`src/rtl/cfg_chain_loader_if.sv`:
```
// Host word stream (START/IN_*) and chain-side serial outputs of the
// configuration chain loader, bundled for connection to cfg_chain_loader.
interface cfg_chain_loader_if #(
  parameter int IO_WIDTH = 16
);
  logic                START;
  logic                IN_VALID;
  logic [IO_WIDTH-1:0] IN_DATA;
  logic                IN_READY;
  logic                CFG_WE;
  logic                CFG_D;
  logic                BUSY;
  logic                DONE;

  modport master (
    output START, IN_VALID, IN_DATA,
    input  IN_READY, CFG_WE, CFG_D, BUSY, DONE
  );

  modport slave (
    input  START, IN_VALID, IN_DATA,
    output IN_READY, CFG_WE, CFG_D, BUSY, DONE
  );
endinterface

```
`src/rtl/cfg_chain_loader.sv`:
```
// Configuration chain sequencer: buffers host words in a one-word hold stage and
// shifts every record into the serial CFG chain LSB first, one bit per cycle.
module cfg_chain_loader #(
  parameter int N_LAYER  = 5,
  parameter int IO_WIDTH = 16
) (
  input logic               CLK,
  input logic               RSTB,
  cfg_chain_loader_if.slave bus
);

  localparam int REC_BITS = 128;
  localparam int WPR      = REC_BITS / IO_WIDTH;
  localparam int BIT_W    = (IO_WIDTH > 1) ? $clog2(IO_WIDTH) : 1;
  localparam int WORD_W   = (WPR > 1) ? $clog2(WPR) : 1;
  localparam int REC_W    = (N_LAYER > 1) ? $clog2(N_LAYER) : 1;
  localparam int ACC_W    = $clog2(WPR * N_LAYER + 1);

  localparam logic [BIT_W-1:0]  LAST_BIT  = BIT_W'(IO_WIDTH - 1);
  localparam logic [WORD_W-1:0] LAST_WORD = WORD_W'(WPR - 1);
  localparam logic [REC_W-1:0]  LAST_REC  = REC_W'(N_LAYER - 1);
  localparam logic [ACC_W-1:0]  TOTAL_ACC = ACC_W'(WPR * N_LAYER);
  localparam logic [BIT_W-1:0]  BIT_ONE   = BIT_W'(1'b1);
  localparam logic [WORD_W-1:0] WORD_ONE  = WORD_W'(1'b1);
  localparam logic [REC_W-1:0]  REC_ONE   = REC_W'(1'b1);
  localparam logic [ACC_W-1:0]  ACC_ONE   = ACC_W'(1'b1);

  typedef enum logic [1:0] {
    ST_IDLE = 2'd0,
    ST_LOAD = 2'd1,
    ST_DONE = 2'd2
  } state_t;

  state_t              state_r, state_s;
  logic [IO_WIDTH-1:0] hold_r, hold_s;
  logic                hold_full_r, hold_full_s;
  logic [IO_WIDTH-1:0] sreg_r, sreg_s;
  logic                sreg_valid_r, sreg_valid_s;
  logic [BIT_W-1:0]    bit_cnt_r, bit_cnt_s;
  logic [WORD_W-1:0]   word_cnt_r, word_cnt_s;
  logic [REC_W-1:0]    rec_cnt_r, rec_cnt_s;
  logic [ACC_W-1:0]    acc_cnt_r, acc_cnt_s;
  logic                in_ready_r, in_ready_s;
  logic                busy_r, busy_s;
  logic                done_r, done_s;
  logic                accept_s, last_bit_s, xfer_s;

  // FSM state register.
  always_ff @(posedge CLK or negedge RSTB) begin
    if (!RSTB) begin
      state_r <= ST_IDLE;
    end else begin
      state_r <= state_s;
    end
  end

  // Next state, datapath updates and next values of the registered outputs.
  always_comb begin
    state_s      = state_r;
    hold_s       = hold_r;
    hold_full_s  = hold_full_r;
    sreg_s       = sreg_r;
    sreg_valid_s = sreg_valid_r;
    bit_cnt_s    = bit_cnt_r;
    word_cnt_s   = word_cnt_r;
    rec_cnt_s    = rec_cnt_r;
    acc_cnt_s    = acc_cnt_r;
    accept_s     = bus.IN_VALID && in_ready_r;
    last_bit_s   = sreg_valid_r && (bit_cnt_r == LAST_BIT);
    xfer_s       = hold_full_r && (!sreg_valid_r || last_bit_s);
    case (state_r)
      ST_IDLE: begin
        if (bus.START) begin
          state_s      = ST_LOAD;
          hold_full_s  = 1'b0;
          sreg_s       = '0;
          sreg_valid_s = 1'b0;
          bit_cnt_s    = '0;
          word_cnt_s   = '0;
          rec_cnt_s    = '0;
          acc_cnt_s    = '0;
        end else begin
          state_s = ST_IDLE;
        end
      end
      ST_LOAD: begin
        // Zero-fill keeps CFG_D low once the last bit of a word has left.
        if (sreg_valid_r) begin
          sreg_s    = {1'b0, sreg_r[IO_WIDTH-1:1]};
          bit_cnt_s = bit_cnt_r + BIT_ONE;
        end else begin
          sreg_s    = sreg_r;
          bit_cnt_s = bit_cnt_r;
        end
        if (last_bit_s) begin
          sreg_valid_s = 1'b0;
          bit_cnt_s    = '0;
          if (word_cnt_r == LAST_WORD) begin
            word_cnt_s = '0;
            rec_cnt_s  = rec_cnt_r + REC_ONE;
          end else begin
            word_cnt_s = word_cnt_r + WORD_ONE;
            rec_cnt_s  = rec_cnt_r;
          end
          if ((word_cnt_r == LAST_WORD) && (rec_cnt_r == LAST_REC)) begin
            state_s = ST_DONE;
          end else begin
            state_s = ST_LOAD;
          end
        end else begin
          sreg_valid_s = sreg_valid_r;
        end
        if (xfer_s) begin
          sreg_s       = hold_r;
          sreg_valid_s = 1'b1;
          bit_cnt_s    = '0;
          hold_full_s  = 1'b0;
        end else begin
          hold_full_s  = hold_full_r;
        end
        if (accept_s) begin
          hold_s      = bus.IN_DATA;
          hold_full_s = 1'b1;
          acc_cnt_s   = acc_cnt_r + ACC_ONE;
        end else begin
          hold_s      = hold_r;
        end
      end
      ST_DONE: begin
        state_s = ST_IDLE;
      end
      default: begin
        state_s = ST_IDLE;
      end
    endcase
    in_ready_s = (state_s == ST_LOAD) && !hold_full_s && (acc_cnt_s < TOTAL_ACC);
    busy_s     = (state_s != ST_IDLE);
    done_s     = (state_s == ST_DONE);
  end

  // Datapath and output registers.
  always_ff @(posedge CLK or negedge RSTB) begin
    if (!RSTB) begin
      hold_r       <= '0;
      hold_full_r  <= 1'b0;
      sreg_r       <= '0;
      sreg_valid_r <= 1'b0;
      bit_cnt_r    <= '0;
      word_cnt_r   <= '0;
      rec_cnt_r    <= '0;
      acc_cnt_r    <= '0;
      in_ready_r   <= 1'b0;
      busy_r       <= 1'b0;
      done_r       <= 1'b0;
    end else begin
      hold_r       <= hold_s;
      hold_full_r  <= hold_full_s;
      sreg_r       <= sreg_s;
      sreg_valid_r <= sreg_valid_s;
      bit_cnt_r    <= bit_cnt_s;
      word_cnt_r   <= word_cnt_s;
      rec_cnt_r    <= rec_cnt_s;
      acc_cnt_r    <= acc_cnt_s;
      in_ready_r   <= in_ready_s;
      busy_r       <= busy_s;
      done_r       <= done_s;
    end
  end

  assign bus.IN_READY = in_ready_r;
  assign bus.CFG_WE   = sreg_valid_r;
  assign bus.CFG_D    = sreg_r[0];
  assign bus.BUSY     = busy_r;
  assign bus.DONE     = done_r;

endmodule

```
`src/flat_wrapper.sv`:
```
// flat-port wrapper written by rule: the top's interface ports become plain ports
module cfg_chain_loader_flat 
#(
  parameter int N_LAYER  = 5,
  parameter int IO_WIDTH = 16
)
  (CLK, RSTB, bus_START, bus_IN_VALID, bus_IN_DATA, bus_IN_READY, bus_CFG_WE, bus_CFG_D, bus_BUSY, bus_DONE);
  cfg_chain_loader_if #(.IO_WIDTH(IO_WIDTH)) bus_i ();
  input logic CLK;
  input logic RSTB;
  input wire logic [$bits(bus_i.START)-1:0] bus_START;
  input wire logic [$bits(bus_i.IN_VALID)-1:0] bus_IN_VALID;
  input wire logic [$bits(bus_i.IN_DATA)-1:0] bus_IN_DATA;
  output wire logic [$bits(bus_i.IN_READY)-1:0] bus_IN_READY;
  output wire logic [$bits(bus_i.CFG_WE)-1:0] bus_CFG_WE;
  output wire logic [$bits(bus_i.CFG_D)-1:0] bus_CFG_D;
  output wire logic [$bits(bus_i.BUSY)-1:0] bus_BUSY;
  output wire logic [$bits(bus_i.DONE)-1:0] bus_DONE;
  assign bus_i.START = bus_START;
  assign bus_i.IN_VALID = bus_IN_VALID;
  assign bus_i.IN_DATA = bus_IN_DATA;
  assign bus_IN_READY = bus_i.IN_READY;
  assign bus_CFG_WE = bus_i.CFG_WE;
  assign bus_CFG_D = bus_i.CFG_D;
  assign bus_BUSY = bus_i.BUSY;
  assign bus_DONE = bus_i.DONE;
  cfg_chain_loader #(.N_LAYER(N_LAYER), .IO_WIDTH(IO_WIDTH)) u_core (.CLK(CLK), .RSTB(RSTB), .bus(bus_i));
endmodule
```
`config.mk`:
```
export PLATFORM = sky130hd
export DESIGN_NAME = cfg_chain_loader_flat
export DESIGN_NICKNAME = d
export VERILOG_FILES = /design/src/rtl/cfg_chain_loader_if.sv /design/src/rtl/cfg_chain_loader.sv /design/src/flat_wrapper.sv
export SDC_FILE = /design/constraint.sdc
export NUM_CORES = 1
export LEC_CHECK = 0
export CORE_ASPECT_RATIO = 0.9
export CORE_MARGIN = 2
export CORE_UTILIZATION = 50
export DETAILED_ROUTE_END_ITERATION = 16
export GPL_TIMING_DRIVEN = 0
export PLACE_DENSITY = 0.72
export SLEW_MARGIN = 30
export SYNTH_ARGS = -nofsm -noshare
export SYNTH_HDL_FRONTEND = slang
export SYNTH_SLANG_ARGS = --single-unit
```
`constraint.sdc`:
```
create_clock -name CLK -period 2.4 [get_ports CLK]
set_clock_uncertainty 0.15 [all_clocks]
set_input_delay 0.36 -clock CLK [delete_from_list [all_inputs] [get_ports CLK]]
set_output_delay 0.36 -clock CLK [all_outputs]
set_load 0.02 [all_outputs]
```
== After elaboration in Yosys (flattened, before gate mapping) ==
Index checks and enable logic that the tools add are counted.

* Output and inout bits: 5
* Flip-flop bits (word level): 55
* Bits of input ports: 20
* Logic and storage cells: 78

* Equal/unequal tests: 12
* Mux-type cells: 31
* Reduce and logical (&&, ||, !) cells: 18
* Add/sub/neg operators: 4
* Magnitude comparators: 1

{| class="wikitable"
|+ Operators with widths
! kind !! number
|-
| 16-bit two-way mux || 3
|-
| 16-bit case mux with 2 select lines || 1
|-
| 4-bit two-way mux || 4
|-
| 3-bit two-way mux || 5
|-
| 6-bit two-way mux || 2
|-
| 3-bit case mux with 2 select lines || 2
|-
| 6-bit case mux with 2 select lines || 1
|-
| 3-bit AND reduction || 4
|-
| 4-bit case mux with 2 select lines || 1
|-
| 1-bit two-way mux || 7
|-
| 3-bit by 1-bit adder with 3-bit output, second input constant || 2
|-
| 6-bit by 1-bit adder with 6-bit output, second input constant || 1
|-
| 3-bit == test, second input constant || 2
|-
| 1-bit logical AND || 6
|-
| 6-bit less-than comparator, second input constant || 1
|-
| 3-bit by 1-bit != test with 1-bit output, second input constant || 2
|-
| 4-bit by 1-bit adder with 4-bit output, second input constant || 1
|-
| 2-bit by 1-bit == test with 1-bit output, second input constant || 2
|-
| 4-bit == test, second input constant || 1
|-
| 2-bit two-way mux || 2
|-
| 2-bit by 1-bit != test with 1-bit output, second input constant || 2
|-
| 4-bit by 1-bit != test with 1-bit output, second input constant || 1
|-
| 1-bit case mux with 2 select lines || 2
|-
| 2-bit case mux with 2 select lines || 1
|-
| 8 further kinds || 10
|}

== Logic depth before layout (Yosys ltp) ==
* Depth in word-level cells: 10
* Gate-level depth with buffers: 6

== Least setup slack after synthesis ==
Ideal clock, no wire load.

* Kind: register to register
* From: reg u_core.sreg_valid_r (netlist: u_core.bus.CFG_WE)
* To: reg u_core.bit_cnt_r[2]
* Library setup time: 0.082 ns
* Arrival time: 1.536 ns
* Cell stages (with the launch flop): 7
* Path buffers: 2
* Slack: 0.632 ns
* Clock period less this slack: 1.768 ns
* Required time: 2.168 ns
* Path through: dfrtp_1 > clkbuf_1 > nand3b_1 > o22ai_2 > buf_2 > a31oi_1 > a31oi_1

* Word-level cells in the longest chain between the ends: 5
* Elaborated cells between the ends (all ways): 9
* Those cells by class: 1 x eq/ne; 3 x mux; 5 x reduce/logical

{| class="wikitable"
|+ RTL lines
! element !! RTL line !! text
|-
| start, declared || cfg_chain_loader.sv:38 || <nowiki>logic sreg_valid_r, sreg_valid_s;</nowiki>
|-
| start signal, assigned || cfg_chain_loader.sv:159 || <nowiki>sreg_valid_r <= sreg_valid_s;</nowiki>
|-
| 1-bit zero test / 1-bit logical AND (equally long branches) || cfg_chain_loader.sv:70, cfg_chain_loader.sv:69 ||
|-
| 1-bit logical OR || cfg_chain_loader.sv:70 || <nowiki>xfer_s = hold_full_r && (!sreg_valid_r || last_bit_s);</nowiki>
|-
| 1-bit logical AND || cfg_chain_loader.sv:70 ||
|-
| 4-bit by 1-bit != test with 1-bit output (no line) / 4-bit two-way mux (equally long branches) || n/a ||
|-
| 3-bit AND reduction (no line) / 4-bit case mux with 2 select lines (equally long branches) || n/a ||
|-
| end signal, assigned || cfg_chain_loader.sv:160 || <nowiki>bit_cnt_r <= bit_cnt_s;</nowiki>
|-
| end, declared || cfg_chain_loader.sv:39 || <nowiki>logic [BIT_W-1:0] bit_cnt_r, bit_cnt_s;</nowiki>
|}

Several ways; a longest one is shown, not always the timed one.
A chain may end at the register's enable or synchronous reset.

== Worst setup path after layout ==
* From: reg u_core.bit_cnt_r[0]
* To: reg u_core.sreg_r[14]

* Word-level cells in the longest chain between the ends: 6
* Elaborated cells between the ends (all ways): 8
* Those cells by class: 2 x eq/ne; 2 x mux; 4 x reduce/logical

{| class="wikitable"
|+ RTL lines
! element !! RTL line !! text
|-
| 4-bit == test (*) || cfg_chain_loader.sv:69 || <nowiki>last_bit_s = sreg_valid_r && (bit_cnt_r == LAST_BIT);</nowiki>
|-
| 1-bit logical AND (*) || cfg_chain_loader.sv:69 ||
|-
| 1-bit logical OR (*) || cfg_chain_loader.sv:70 ||
|-
| 1-bit logical AND (*) || cfg_chain_loader.sv:70 ||
|-
| 3-bit by 1-bit != test with 1-bit output (no line) / 16-bit two-way mux (equally long branches) || n/a ||
|-
| 3-bit AND reduction (no line) / 16-bit case mux with 2 select lines (equally long branches) || n/a ||
|-
| end signal, assigned || cfg_chain_loader.sv:158 || <nowiki>sreg_r <= sreg_s;</nowiki>
|-
| end, declared || cfg_chain_loader.sv:37 || <nowiki>logic [IO_WIDTH-1:0] sreg_r, sreg_s;</nowiki>
|}

Every way passes the cells marked *; elsewhere a longest branch is shown, timed or not.

==> impl_metrics.json <==
{
  "status": "completed",
  "synth_top_area_share": 0.5598,
  "rsz0062_at_grt": "no",
  "avgSynthCellArea_um2": 11.28,
  "start_util": 0.5117,
  "synth-async-reset-ratio": 1.000,
  "synth_sequential_area_ratio": 0.5598,
  "ir_drop_v": 0.0005464,
  "firstDrtPassIters": 4,
  "cts_htree_levels": 2,
  "yosysMostFrequentCell": "dfrtp_1",
  "grt_usage": 0.1785,
  "worstMarginPinSlew_ns": 0.5550,
  "area_growth_pct": 17.66,
  "grt_max_degree": 34,
  "hold_violations": 0,
  "die-height_um": 70.53,
  "setup_violations": 0,
  "wirelength_um": 4468,
  "critPathKind": "reg -> reg",
  "period_share": 0.8573,
  "num_io_pins": 25,
  "hold_slack_ns": 0.3278,
  "final_cells": 317,
  "hold_class": "in -> async",
  "clkSinkCount": 55,
  "grt_use_met1": 0.2659,
  "setup_tns_ns": 0,
  "slew_headroom": 0.6286,
  "ant_nets": 0,
  "p_leak_nw": 1.321,
  "drc": 0,
  "drv_slew": 0,
  "use_met2": 0.2672,
  "synth_top_area_cell": "dfrtp_1",
  "routedWlPerCell_um": 14.09,
  "arrival_ns": 2.15,
  "clk_pin_slew_ns": 0.10,
  "yosys_warnings": 0,
  "row_count": 24,
  "fillers": 438,
  "final_cell_area_um2": 2893,
  "top_usage_layer": "met2",
  "clk_latency_ns": 0.30,
  "worstPathMaxFanout": 10,
  "max_freq_mhz": 486.0,
  "gp_congestion": 0.7739,
  "dieArea_um2": 5495,
  "grt_pass1_vias": 1691,
  "multi_input_area_um2": 1005,
  "grt_antenna_before_repair": 0,
  "final_nets": 277,
  "numPlacedInstances": 308,
  "vias": 1801,
  "grt_pass1_wl_um": 7852,
  "finalWorstSetupSlack_ns": 0.3424,
  "cts_tree": "built",
  "antenna_cells": 0,
  "ff_latch_area_um2": 1376,
  "syn-num-nets": 244,
  "synthTopCellsByArea": "dfrtp_1 (56%), mux2_2 (7.3%), nor2_1 (5.6%)",
  "dpl.hpwl_um": 3109,
  "fin_crit_ns": 2.058,
  "die_w_um": 77.92,
  "port_buffers": 24,
  "ys_types": 40,
  "syn_area_um2": 2459,
  "synthFlopType": "dfrtp_1",
  "clk_path_buf_depth": 2,
  "p_per_area_nw_per_um2": 956.6,
  "synth_common_cells": "dfrtp_1 (55), nor2_1 (37), mux2_2 (16), a221oi_1 (15), nand2_1 (13)",
  "cts_root_buf": "clkbuf_8",
  "drv_cap": 0,
  "fp.coreArea_um2": 4805,
  "crit_required_ns": 2.49,
  "vias_per_cell": 5.681,
  "synth-edff-count": 0,
  "cts-buffers-inserted": 5,
  "placed_area_um2": 2798,
  "place_ws_ns": 0.2017,
  "overflow": 0,
  "worst_setup_path_start_kind": "flop",
  "drive_above_1_share": 0.1468,
  "met3_usage": 0.04005,
  "end_kind": "flop",
  "syn_inst": 218,
  "dr.first_iter.drc_count": 96,
  "ys_ff_latch": 55
}
==> state kept, by name, summed over array words and instances, names as in the netlist, 2 cells and up <==
| signal | flops |
|---|---|
| u_core.bit_cnt_r | 4 |
| u_core.sreg_r | 16 |
| u_core.hold_r | 16 |
| u_core.acc_cnt_r | 6 |
| u_core.state_r | 2 |
| u_core.word_cnt_r | 3 |
| u_core.rec_cnt_r | 3 |
==> logic make-up after synthesis <==
family	Yosys count	share of synthesized area
AOI/OAI and AO/OA	47	0.1532
adders and majority gates	6	0.03053
buffers and inverters	16	0.03155
DFF	55	0.5598
muxes	17	0.07735
and+or+nand+nor	77	0.1476
==> report_power, final <==
group | leakage [nW] | switching (mW) | internal [mW]
Combinational | 0.593 | 0.353 | 0.439
Clock | 0.0412 | 0.294 | 0.205
Sequential | 0.687 | 0.219 | 1.26
Total | 1.32 | 0.866 | 1.90
==> worst max-delay path, stage by stage, from the launching register on <==
cell and delay [ns]:
dfrtp_1 0.40, ha_1 0.26, nand3_1 0.17, a211oi_2 0.53
buf_4 0.27, a221oi_1 0.09, nor2_1 0.13
==> through the flow <==
stage          utilization  total power, mW
2_1_floorplan            -            2.051
3_3_place_gp        0.5786            2.250
3_5_place_dp        0.5823            2.292
4_1_cts             0.6021            2.793
5_1_grt             0.6021            2.979
6_report            0.6021            2.767
==> final timing paths <==
kind                            cells after the start  slack, ns                            end                       startpoint
worst max-delay path                                6       0.34  u_core.sreg_r[14]$_DFFE_PN0P_  u_core.bit_cnt_r[0]$_DFFE_PN0P_
worst min register to register                      1       0.36  u_core.sreg_r[15]$_DFFE_PN0P_    u_core.hold_r[15]$_DFFE_PN0P_
min in group CLK                                    1       0.36  u_core.sreg_r[15]$_DFFE_PN0P_    u_core.hold_r[15]$_DFFE_PN0P_
max in group asynchronous                           3       1.31  u_core.acc_cnt_r[5]$_DFF_PN0_                             RSTB
worst max register to register                      6       0.34  u_core.sreg_r[14]$_DFFE_PN0P_  u_core.bit_cnt_r[0]$_DFFE_PN0P_
worst min-delay path                                2       0.33   u_core.sreg_r[1]$_DFFE_PN0P_                             RSTB
==> routing by layer <==
layer	share of wire	vias to the layer above
li1	-	861
met1	0.51	892
met2	0.44	43
met3	0.042	5
met4	0.0076	0
met5	0	-
==> what timing repair did <==
action	4_1_cts	5_1_grt
setup buffers	0	0
setup endpoints to repair	0	0
resized for setup	0	0
hold buffers	1	0
hold endpoints to repair	22	0
==> placed cells by master, fill, tap and decap left out, types with 2 or more instances in the layout <==
cell | netlist | layout
a22o_1 | 7 | 7
nor3_1 | 4 | 4
ha_1 | 6 | 6
a21o_1 | 2 | 2
nand4_1 | 2 | 2
or3_1 | 3 | 3
o211ai_1 | 2 | 2
clkbuf_1 | 4 | 5
clkdlybuf4s50_1 | 0 | 23
nor3b_1 | 2 | 2
nor2_1 | 37 | 37
a221oi_1 | 15 | 15
nand2_1 | 13 | 13
nand3_1 | 7 | 7
dfrtp_1 | 55 | 55
mux2_2 | 16 | 16
buf_2 | 5 | 5
nand2b_1 | 2 | 2
clkbuf_8 | 0 | 5
a21oi_1 | 2 | 2
a31oi_1 | 2 | 2
inv_1 | 5 | 5
o21ai_0 | 8 | 8
buf_4 | 1 | 2
==> cell type report <==
class	instances	share of cell area
Inverter	5	0.006488
Timing Repair Buffer	26	0.09256
Clock inverter	2	0.004325
Multi-Input combinational cell	147	0.3473
Buffer	11	0.02033
Tap cell	65	0.02811
Clock buffer	6	0.02509
Sequential cell	55	0.4758
(Power assumes the default switching activity.)
